### config.mk
export PLATFORM = sky130hd
export DESIGN_NAME = mem_bus_decoder
export DESIGN_NICKNAME = d
export VERILOG_FILES = /design/src/rtl/mem_bus_decoder.sv
export SDC_FILE = /design/constraint.sdc
export NUM_CORES = 1
export LEC_CHECK = 0
export CAP_MARGIN = 20
export CORE_ASPECT_RATIO = 1.75
export CORE_MARGIN = 5
export CORE_UTILIZATION = 41
export CTS_CLUSTER_SIZE = 16
export DETAILED_ROUTE_END_ITERATION = 6
export GPL_ROUTABILITY_DRIVEN = 0
export PLACE_DENSITY = 0.93
export SLEW_MARGIN = 20
export SYNTH_ARGS = -nofsm -noshare
export SYNTH_HDL_FRONTEND = slang
export SYNTH_SLANG_ARGS = --single-unit
### constraint.sdc
create_clock -name clk -period 3.05 [get_ports clk]
set_clock_uncertainty 0.2 [all_clocks]
set_input_delay 0.61 -clock clk [delete_from_list [all_inputs] [get_ports clk]]
set_output_delay 0.61 -clock clk [all_outputs]
set_load 0.02 [all_outputs]
### src/rtl/mem_bus_decoder.sv
// Memory-bus decoder: routes one CPU valid/ready request to one of N slaves.
// Registers the response and turns unmapped or stalled accesses into bus errors.
`timescale 1ns/1ps
module mem_bus_decoder #(
   parameter int NSLAVES = 4,
   parameter logic [NSLAVES*32-1:0] SLAVE_BASE =
      {32'h01000000, 32'h00020000, 32'h00010000, 32'h00000000},
   parameter logic [NSLAVES*32-1:0] SLAVE_MASK =
      {32'hFF000000, 32'hFFFF0000, 32'hFFFF0000, 32'hFFFF0000},
   parameter int TIMEOUT = 255
) (
   input  logic                  clk,
   input  logic                  rst,
   input  logic                  m_valid,
   output logic                  m_ready,
   input  logic [31:0]           m_addr,
   input  logic [31:0]           m_wdata,
   input  logic [3:0]            m_wstrb,
   output logic [31:0]           m_rdata,
   output logic                  m_error,
   output logic [NSLAVES-1:0]    s_valid,
   input  logic [NSLAVES-1:0]    s_ready,
   output logic [31:0]           s_addr,
   output logic [31:0]           s_wdata,
   output logic [3:0]            s_wstrb,
   input  logic [NSLAVES*32-1:0] s_rdata,
   output logic [15:0]           err_count
);

   localparam int SW = (NSLAVES > 1) ? $clog2(NSLAVES) : 1;

   typedef enum logic [1:0] {IDLE, BUSY, RESP} state_e;

   state_e              state_q, state_d;
   logic [SW-1:0]       sel_q, sel_d;
   logic [15:0]         timer_q, timer_d;
   logic [31:0]         addr_q, addr_d;
   logic [31:0]         wdata_q, wdata_d;
   logic [3:0]          wstrb_q, wstrb_d;
   logic [31:0]         rdata_q, rdata_d;
   logic                err_q, err_d;
   logic [NSLAVES-1:0]  sv_q, sv_d;
   logic [15:0]         cnt_q, cnt_d;

   logic                hit;
   logic [SW-1:0]       hit_idx;
   logic                rdy_sel;
   logic [31:0]         rd_sel;
   logic                inc_err;

   // Descending scan so the lowest matching index has the final say.
   always_comb begin
      hit     = 1'b0;
      hit_idx = '0;
      for (int i = NSLAVES - 1; i >= 0; i--) begin
         if ((m_addr & SLAVE_MASK[32*i +: 32]) == SLAVE_BASE[32*i +: 32]) begin
            hit     = 1'b1;
            hit_idx = SW'(i);
         end
      end
   end

   always_comb begin
      rdy_sel = 1'b0;
      rd_sel  = '0;
      for (int i = 0; i < NSLAVES; i++) begin
         if (sel_q == SW'(i)) begin
            rdy_sel = s_ready[i];
            rd_sel  = s_rdata[32*i +: 32];
         end
      end
   end

   always_comb begin
      state_d = state_q;
      sel_d   = sel_q;
      timer_d = timer_q;
      addr_d  = addr_q;
      wdata_d = wdata_q;
      wstrb_d = wstrb_q;
      rdata_d = rdata_q;
      err_d   = err_q;
      sv_d    = sv_q;
      cnt_d   = cnt_q;
      inc_err = 1'b0;
      unique case (state_q)
         IDLE: begin
            if (m_valid) begin
               addr_d  = m_addr;
               wdata_d = m_wdata;
               wstrb_d = m_wstrb;
               timer_d = '0;
               if (hit) begin
                  sel_d   = hit_idx;
                  state_d = BUSY;
                  for (int i = 0; i < NSLAVES; i++) begin
                     sv_d[i] = (hit_idx == SW'(i));
                  end
               end else begin
                  rdata_d = '0;
                  err_d   = 1'b1;
                  inc_err = 1'b1;
                  state_d = RESP;
               end
            end
         end
         BUSY: begin
            // Ready beats a timeout that lands on the same edge.
            if (rdy_sel) begin
               rdata_d = (wstrb_q != 4'b0) ? 32'h0 : rd_sel;
               err_d   = 1'b0;
               sv_d    = '0;
               state_d = RESP;
            end else if (timer_q == 16'(TIMEOUT - 1)) begin
               rdata_d = '0;
               err_d   = 1'b1;
               inc_err = 1'b1;
               sv_d    = '0;
               state_d = RESP;
            end else begin
               timer_d = timer_q + 16'd1;
            end
         end
         RESP: begin
            sv_d    = '0;
            timer_d = '0;
            state_d = IDLE;
         end
         default: state_d = IDLE;
      endcase
      if (inc_err && cnt_q != 16'hFFFF) begin
         cnt_d = cnt_q + 16'd1;
      end
   end

   always_ff @(posedge clk or negedge rst) begin
      if (!rst) begin
         state_q <= IDLE;
         sel_q   <= '0;
         timer_q <= '0;
         addr_q  <= '0;
         wdata_q <= '0;
         wstrb_q <= '0;
         rdata_q <= '0;
         err_q   <= 1'b0;
         sv_q    <= '0;
         cnt_q   <= '0;
      end else begin
         state_q <= state_d;
         sel_q   <= sel_d;
         timer_q <= timer_d;
         addr_q  <= addr_d;
         wdata_q <= wdata_d;
         wstrb_q <= wstrb_d;
         rdata_q <= rdata_d;
         err_q   <= err_d;
         sv_q    <= sv_d;
         cnt_q   <= cnt_d;
      end
   end

   assign m_ready   = (state_q == RESP);
   assign m_rdata   = rdata_q;
   assign m_error   = err_q;
   assign s_valid   = sv_q;
   assign s_addr    = addr_q;
   assign s_wdata   = wdata_q;
   assign s_wstrb   = wstrb_q;
   assign err_count = cnt_q;

endmodule
**Yosys cells after proc, flatten, opt, wreduce, memory -nomap -nowiden**

Index checks and enable logic that the tools add are counted.

- Flip-flop bits (word level): 141
- Latch bits: 0
- Bits in writable memories: 0
- ROM bits: 0
- Bits of input ports: 203
- Output and inout port bits: 122
- Word-level logic and storage cells: 91
- Memories: 0

- Add/subtract/negate cells: 2
- Multipliers: 0
- Div/mod/pow operators: 0
- Order comparisons: 0
- Equal/unequal tests: 19
- Shift-type cells: 0
- Multiplexer cells: 46
- Bitwise operators: 0
- Reductions and logical operators: 14

Operators with widths:

| kind | number |
|---|---|
| $mux W32 | 9 |
| $pmux W32 S2 | 1 |
| $mux W16 | 3 |
| $pmux W16 S3 | 1 |
| $add A16 B1 Y16 const B | 2 |
| $logic_not A32 Y1 | 1 |
| $eq A16 B1 Y1 const B | 1 |
| $eq A16 B2 Y1 const B | 1 |
| $eq A16 B8 Y1 const B | 1 |
| $mux W1 | 16 |
| $mux W2 | 8 |
| $mux W4 | 4 |
| $ne A16 B16 Y1 const B | 1 |
| $pmux W4 S3 | 1 |
| $reduce_and A4 Y1 | 3 |
| $eq A2 B2 Y1 const B | 5 |
| $ne A2 B2 Y1 const B | 5 |
| $eq A8 B1 Y1 const B | 1 |
| $eq A2 B1 Y1 const B | 3 |
| $logic_not A2 Y1 | 3 |
| $pmux W1 S2 | 2 |
| $pmux W2 S2 | 1 |
| $reduce_and A2 Y1 | 2 |
| $reduce_bool A4 Y1 | 1 |
| 5 further kinds | 5 |

**Logic depth before layout (Yosys ltp)**

Gate-level depths: netlist (run 1).

- Word-level depth: 9
- Mapped depth: 10
- Mapped depth without buffers: 8

**Least setup slack after synthesis (run 1)**

No wires, ideal clock.

- Kind: in2reg
- Start point: input port s_ready[3]
- End point: register cnt_q[1] (netlist: err_count[1])
- Arrival time: 2.154 ns
- Path slack: 0.572 ns
- Stages on the path: 4
- Buffers on the path: 0
- Cells stage by stage: mux4_2 -> or3_4 -> a21oi_2 -> mux2_2

- Longest elaborated chain between the ends: 4

Ends and longest elaborated chain:

| item | RTL line | text |
|---|---|---|
| start: declaration | 22 | `input logic [NSLAVES-1:0] s_ready,` |
| $mux W1 | 67 | `if (sel_q == SW'(i)) begin` |
| $mux W1 | 109 | `if (rdy_sel) begin` |
| $pmux W1 S2 | 86 | `unique case (state_q)` |
| $logic_and A1 B1 Y1 | 131 | `if (inc_err && cnt_q != 16'hFFFF) begin` |
| end signal: assignment | 158 | `cnt_q <= cnt_d;` |
| end: declaration | 43 | `logic [15:0] cnt_q, cnt_d;` |

No other way between the ends.
A chain may end at the register's enable or synchronous reset.

**Final worst setup path (run 1)**

Ends and elaborated chain as after synthesis.

==> reports/qor.csv, run 1 <==
stage,metric,value,unit
status,run status,completed,
final_layout,Post-Layout Cell Count,1146,
placed_design,dpl cells,1112,
setup_path,worst reg2reg path startpoint,timer_q[12]$_DFFE_PN0P_,
cts,CTS tree,done,
placed_design,post-detail-place hpwl,18600,um
run,max cap viols,0,
detailed_routing,Iter 0 DRT Violations,346,
setup_path,CP startpoint,s_ready[3],
global_routing,initial antenna violation count,1,
setup_path,flop2flop setup slack,0.54,ns
sta,final setup fails,0,
placed_design,number of port buffers,324,
setup_path,CP Cell Sequence,"clkdlybuf4s50_1, mux4_2, or3_4, a21oi_2, mux2_2",
final_layout,register area,0.00353,mm^2
die,initial core utilization,41.4,%
synthesis,Mapped Cells,570,
setup_path,CP peak stage delay,0.50,ns
synthesis,commonest cells in the netlist,"dfrtp_1, nand2_1, mux2_2",
global_routing,global route overflow,0,
synthesis,"area leader, netlist",dfrtp_1,
synthesis,mapped cell area,0.00678,mm^2
setup_path,Crit Reg-Reg Endpoint,err_count[1]$_DFFE_PN0P_,
sta,Max Slew Vio Count,0,
final_layout,fin nets,1118,
die,row count,62,
detailed_routing,wire per inst,20.7,um
power,total power,8.17,mW
die,Die Ht,180,um
synthesis,Yosys top cell area share,52.1,%
sta,Setup TNS,0,ns
hold_path,hold crit path type,flip-flop to flip-flop,
cts,CTS sink cnt,141,
sta,RSZ-0062 raised after global routing,no,
cts,TritonCTS Buffers,17,
setup_path,CP max FO,9,
synthesis,Yosys reg bits,141,
cts,Max H-tree Level,4,
synthesis,Mapped Nets,780,
global_routing,number of global-route vias before repair,6870,
global_routing,largest net degree at the start of global routing,58,
synthesis,Post-synth EDFFs,0,
sta,worst slew pin tran,0.679,ns
detailed_routing,Via Count,6084,
detailed_routing,Pre-Repair DR Iteration Count,5,
final_layout,Multi-input gate area,0.00311,mm^2
die,Core Region,0.0164,mm^2
final_layout,share of post-route cells with drive strength above 1,18.0,%
synthesis,Synth async-reset ratio,100,%
power,VDD IR max,0.618,mV
final_layout,Synth-to-Final Area Change,62.6,%
synthesis,Synth Flop Type,dfrtp_1,
die,Ports,325,
sta,max_slew headroom,54.7,%
cts,CTS Root Cell,clkbuf_16,
synthesis,"Avg Cell Area, Syn",11.9,um^2
cts,"Reg clk slew, reported paths",0.06,ns
power,power density cells,741,mW/mm^2
synthesis,"top cells by area, synth","dfrtp_1, mux2_2, mux4_2",
synthesis,sequential share of the synthesized area,52.1,%
synthesis,"count leader, synth",dfrtp_1,
sta,Peak Freq,390,MHz
detailed_routing,vias per cell,5.31,
sta,fin crit period,2.56,ns
die,die area,0.0193,mm^2
sta,Final Cycle Share,84.0,%
synthesis,Netlist cell types,46,
cts,Worst-Skew Late Latency,0.41,ns
synthesis,yosys warns,0,
detailed_routing,DRC Markers,0,
cts,clock buffer depth,2,
detailed_routing,Routed Antenna Nets,0,
power,Leakage,4.34,nW
setup_path,crit path to,err_count[1]$_DFFE_PN0P_,
setup_path,Setup crit start kind,input port,
global_routing,Total GRT Usage,25.0,%
detailed_routing,final wirelength,23700,um
setup_path,Worst EP arrival,2.66,ns
setup_path,master of the slowest instance on the critical path,mux4_2,
global_routing,first-pass GRT wire length,37200,um
setup_path,CP Capture Type,flip-flop,
cts,Post-CTS Setup Bufs,0,
die,Die Width,107,um
sta,hold slack,0.279,ns
setup_path,Crit Path Class,input port to flip-flop,
setup_path,R2R depth,5,
setup_path,"Req. time, crit path",3.14,ns
final_layout,# fillers,1153,
sta,Final Hold Fails,0,
state kept, by name (all words and copies together) (netlist names):
signal and cells:
err_count 16, m_error 1, m_rdata 32, s_addr 32
s_valid 4, s_wdata 32, s_wstrb 4, sel_q 2
state_q 2, timer_q 16
metal layers:
metal,vias to the layer above,share of wire (%),GRT usage (%)
met5,-,0,0
met4,0,4.2,11.1
li1,2755,-,-
met3,59,7.8,7.89
met2,302,53,44.4
met1,2968,35,26.7
cell type report:
class | instances | share of cell area, %
well taps | 224 | 2.54
diodes | 1 | 0.0227
flip-flops and latches | 141 | 32.0
multi-input cells | 393 | 28.2
inverters | 8 | 0.272
repair buffers | 347 | 31.4
clock buffers | 18 | 3.98
clock inverters | 14 | 1.58
layout by cell type (no fill, tap or decap), types with 8 or more instances in the layout:
cell / netlist / final
mux4_2: 33 / 33
clkbuf_16: 0 / 17
a21oi_1: 13 / 13
nor2_1: 17 / 17
xnor2_1: 15 / 15
clkdlybuf4s50_1: 0 / 323
o21ai_0: 45 / 45
dfrtp_1: 141 / 139
inv_1: 8 / 8
nor4_1: 12 / 12
nand3_1: 17 / 17
nand2_1: 99 / 99
mux2_2: 68 / 68
nand4_1: 9 / 9
buf_4: 0 / 19
report_power, final:
group	total, mW	switching, mW	internal, mW
clock	2.16	0.894	1.26
sequential	2.74	0.344	2.40
combinational	3.27	1.55	1.72
total	8.17	2.79	5.38
what timing repair did:
item,CTS,global route
endpoints found under the hold margin,49,0
hold buffers,1,0
resized for setup,0,0
per-stage QoR:
| stage | setup slack [ns] | instance area [um^2] | util, % |
|---|---|---|---|
| after floorplan | 0.572 | 6780 | - |
| after global placement | 0.0839 | 10400 | 63.5 |
| after detailed placement | 0.0643 | 10400 | 63.5 |
| after CTS | 0.505 | 11000 | 67.3 |
| after global routing | 0.390 | 11000 | 67.3 |
| final | 0.486 | 11000 | 67.3 |
worst max-delay path, delay by kind of cell:
family | cells | cell delay, ns
muxes | 2 | 0.88
buffers and inverters | 1 | 0.39
and+or+nand+nor | 1 | 0.40
AOI/OAI and AO/OA | 1 | 0.36
worst min path at each step:
stage | depth (start not counted) | endpoint | startpoint | slack, ns
after global placement | 2 | m_rdata[11]$_DFFE_PN0P_ | m_rdata[11]$_DFFE_PN0P_ | 0.26
final | 2 | m_rdata[20]$_DFFE_PN0P_ | m_rdata[20]$_DFFE_PN0P_ | 0.28
after CTS | 2 | m_rdata[6]$_DFFE_PN0P_ | m_rdata[6]$_DFFE_PN0P_ | 0.28
after global routing | 2 | m_rdata[6]$_DFFE_PN0P_ | m_rdata[6]$_DFFE_PN0P_ | 0.30
after floorplan | 0 | err_count[0]$_DFFE_PN0P_ | rst | 0.11
after detailed placement | 2 | m_rdata[29]$_DFFE_PN0P_ | m_rdata[29]$_DFFE_PN0P_ | 0.27
kinds of logic after synthesis:
logic type / share of synthesized area [%]
flip-flops: 52.1
multiplexers: 22.3
AO/OA/AOI/OAI: 6.78
buffers and inverters: 2.20
AND/OR/NAND/NOR: 13.0
XOR/XNOR: 2.46
adder cells (fa/ha/maj): 1.29
Note: power is estimated with default switching activity, not from simulation.
==> run 2, diff against run 1 <==
Settings changed: CORE_UTILIZATION 41 to 37, PLACE_DENSITY 0.93 to 0.89.
Clock period 3.05 ns to 2.23 ns, I/O delays scaled along.
==> run 2 against run 1 <==
Against the previous run: the run now ends with setup timing left; power is 45% higher; non-clock buffer count is 62 higher; clock power is 35% higher; first-iteration DRC count is 27% higher; design area is 9.9% higher; via count is 7.6% higher.
==> reports/qor.csv, run 2 (synthesized netlist as in run 1, its figures left out) <==
stage,metric,value,unit
die,Die Ht,189,um
sta,worst setup margin,-0.253,ns
power,power density cells,979,mW/mm^2
power,VDD IR max,0.968,mV
cts,"Reg clk slew, reported paths",0.07,ns
cts,Worst-Skew Late Latency,0.42,ns
detailed_routing,Iter 0 DRT Violations,438,
sta,RSZ-0062 raised after global routing,yes,
final_layout,"commonest non-fill, non-tap cell in the layout",clkdlybuf4s50_1,
die,die area,0.0212,mm^2
detailed_routing,final wirelength,26100,um
cts,TritonCTS Buffers,17,
cts,clock buffer depth,2,
sta,worst slew pin tran,0.512,ns
cts,Max H-tree Level,4,
sta,Final Hold Fails,0,
power,total power,11.9,mW
detailed_routing,wire per inst,21.4,um
setup_path,CP startpoint,timer_q[0]$_DFFE_PN0P_,
die,initial core utilization,37.5,%
setup_path,master of the slowest instance on the critical path,or3_4,
final_layout,Util after Layout,67.1,%
sta,Final Cycle Share,111,%
global_routing,largest net degree at the start of global routing,61,
hold_path,Hold Crit Start,m_rdata[13]$_DFFE_PN0P_,
global_routing,number of global-route vias before repair,7083,
setup_path,CP peak stage delay,0.43,ns
power,Leakage,4.89,nW
sta,fin crit period,2.48,ns
global_routing,initial antenna violation count,0,
detailed_routing,DRC Markers,0,
detailed_routing,Routed Antenna Nets,0,
placed_design,post-detail-place hpwl,18900,um
setup_path,worst reg2reg path startpoint,timer_q[0]$_DFFE_PN0P_,
final_layout,fin nets,1183,
placed_design,number of port buffers,324,
setup_path,"Req. time, crit path",2.36,ns
final_layout,share of post-route cells with drive strength above 1,28.9,%
setup_path,CP Capture Type,flip-flop,
die,Core Region,0.0181,mm^2
cts,CTS Root Cell,clkbuf_16,
final_layout,# fillers,1241,
sta,Max Slew Vio Count,0,
setup_path,Setup crit start kind,flip-flop,
die,Ports,325,
die,Die Width,112,um
sta,final setup fails,50,
cts,CTS tree,done,
hold_path,hold crit path type,flip-flop to flip-flop,
final_layout,most frequent cells in the layout,"clkdlybuf4s50_1, dfrtp_1, nand2_1",
setup_path,Crit Path Class,flip-flop to flip-flop,
sta,Peak Freq,403,MHz
setup_path,CP max FO,4,
status,run status,"complete, but fails checks",
global_routing,first-pass GRT wire length,38100,um
detailed_routing,Pre-Repair DR Iteration Count,5,
final_layout,ant diodes,0,
global_routing,Total GRT Usage,22.9,%
die,row count,65,
global_routing,global route overflow,0,
detailed_routing,Via Count,6547,
final_layout,Synth-to-Final Area Change,78.7,%
setup_path,Worst EP arrival,2.61,ns
sta,max_slew headroom,65.8,%
status,failing checks,setup timing,
cts,CTS sink cnt,141,
run,max cap viols,0,
setup_path,CP Cell Sequence,"inv_1, ha_2, and4bb_2, nand4_1, or3_4, a211o_4, nor2_1, xnor2_1",
detailed_routing,vias per cell,5.37,
run 2: changes by cell type in the layout (fill, tap and decap cells not counted), sizes merged:
| cell | delta |
|---|---|
| diode | -1 |
| dlygate4sd2 | +1 |
| a21o | +2 |
| dlymetal6s2s | +2 |
| clkbuf | +7 |
| clkdlybuf4s50 | -3 |
| clkinv | +1 |
| buf | +58 |
| a21oi | +1 |
| bufinv | +1 |
| inv | -6 |
run 2: final cells by class:
| cell class | instances | area [um^2] | share of cell area, % |
|---|---|---|---|
| well taps | 234 | 293 | 2.42 |
| multi-input cells | 396 | 3470 | 28.7 |
| clock inverters | 10 | 139 | 1.15 |
| clock buffers | 21 | 460 | 3.80 |
| flip-flops and latches | 141 | 3530 | 29.2 |
| repair buffers | 409 | 4190 | 34.6 |
| inverters | 8 | 30.0 | 0.248 |
run 2: routing by layer:
metal	GRT usage (%)	wire, um	up-vias
met5	0	0	-
met4	10.0	1200	0
met3	6.94	2030	89
met2	41.1	14100	387
met1	24.6	8840	3173
li1	-	-	2898
run 2: what timing repair did:
action                                  in CTS  in global routing
gates resized for setup                     37                 85
buffers inserted                             4                  9
endpoints found under the setup margin      53                 70
hold buffers                                 1                  0
pin swaps                                   11                 28
endpoints found under the hold margin       36                  0
cloned                                       4                  9
run 2: metrics by stage:
stage | hold WS, ns | setup TNS [ns] | cell area, um^2 | cells | setup WS, ns
final | 0.276 | -4.33 | 12100 | 1219 | -0.253
after global placement | 0.175 | -21.96 | 10800 | 1162 | -0.427
after CTS | 0.285 | -1.53 | 11500 | 1202 | -0.123
after floorplan | -0.0496 | -0.984 | 6790 | 570 | -0.0737
after detailed placement | 0.176 | -25.43 | 10800 | 1162 | -0.481
after global routing | 0.302 | -6.34 | 12100 | 1219 | -0.252
run 2: worst paths after layout:
check | to | slack (ns) | cells past startpoint
worst max-delay path | err_count[13]$_DFFE_PN0P_ | -0.25 | 8
worst min-delay path | m_rdata[13]$_DFFE_PN0P_ | 0.28 | 2
worst max register to register | err_count[13]$_DFFE_PN0P_ | -0.25 | 8
worst min register to register | m_rdata[13]$_DFFE_PN0P_ | 0.28 | 2
max in group asynchronous | s_wdata[10]$_DFFE_PN0P_ | 0.83 | 3
min in group asynchronous | err_count[9]$_DFFE_PN0P_ | 0.33 | 2
run 2: critical path, delay by kind of cell, from the launching register on:
kind / cells / cell delay (ns)
simple gates: 4 / 1.01
buf+inv: 1 / 0.06
xor+xnor: 1 / 0.16
flops: 1 / 0.38
fa+ha+maj: 1 / 0.20
compound gates: 1 / 0.37
run 2: power breakdown:
part | switching (mW) | internal (mW)
sequential | 0.432 | 3.28
combinational | 2.39 | 2.84
clock | 1.10 | 1.82
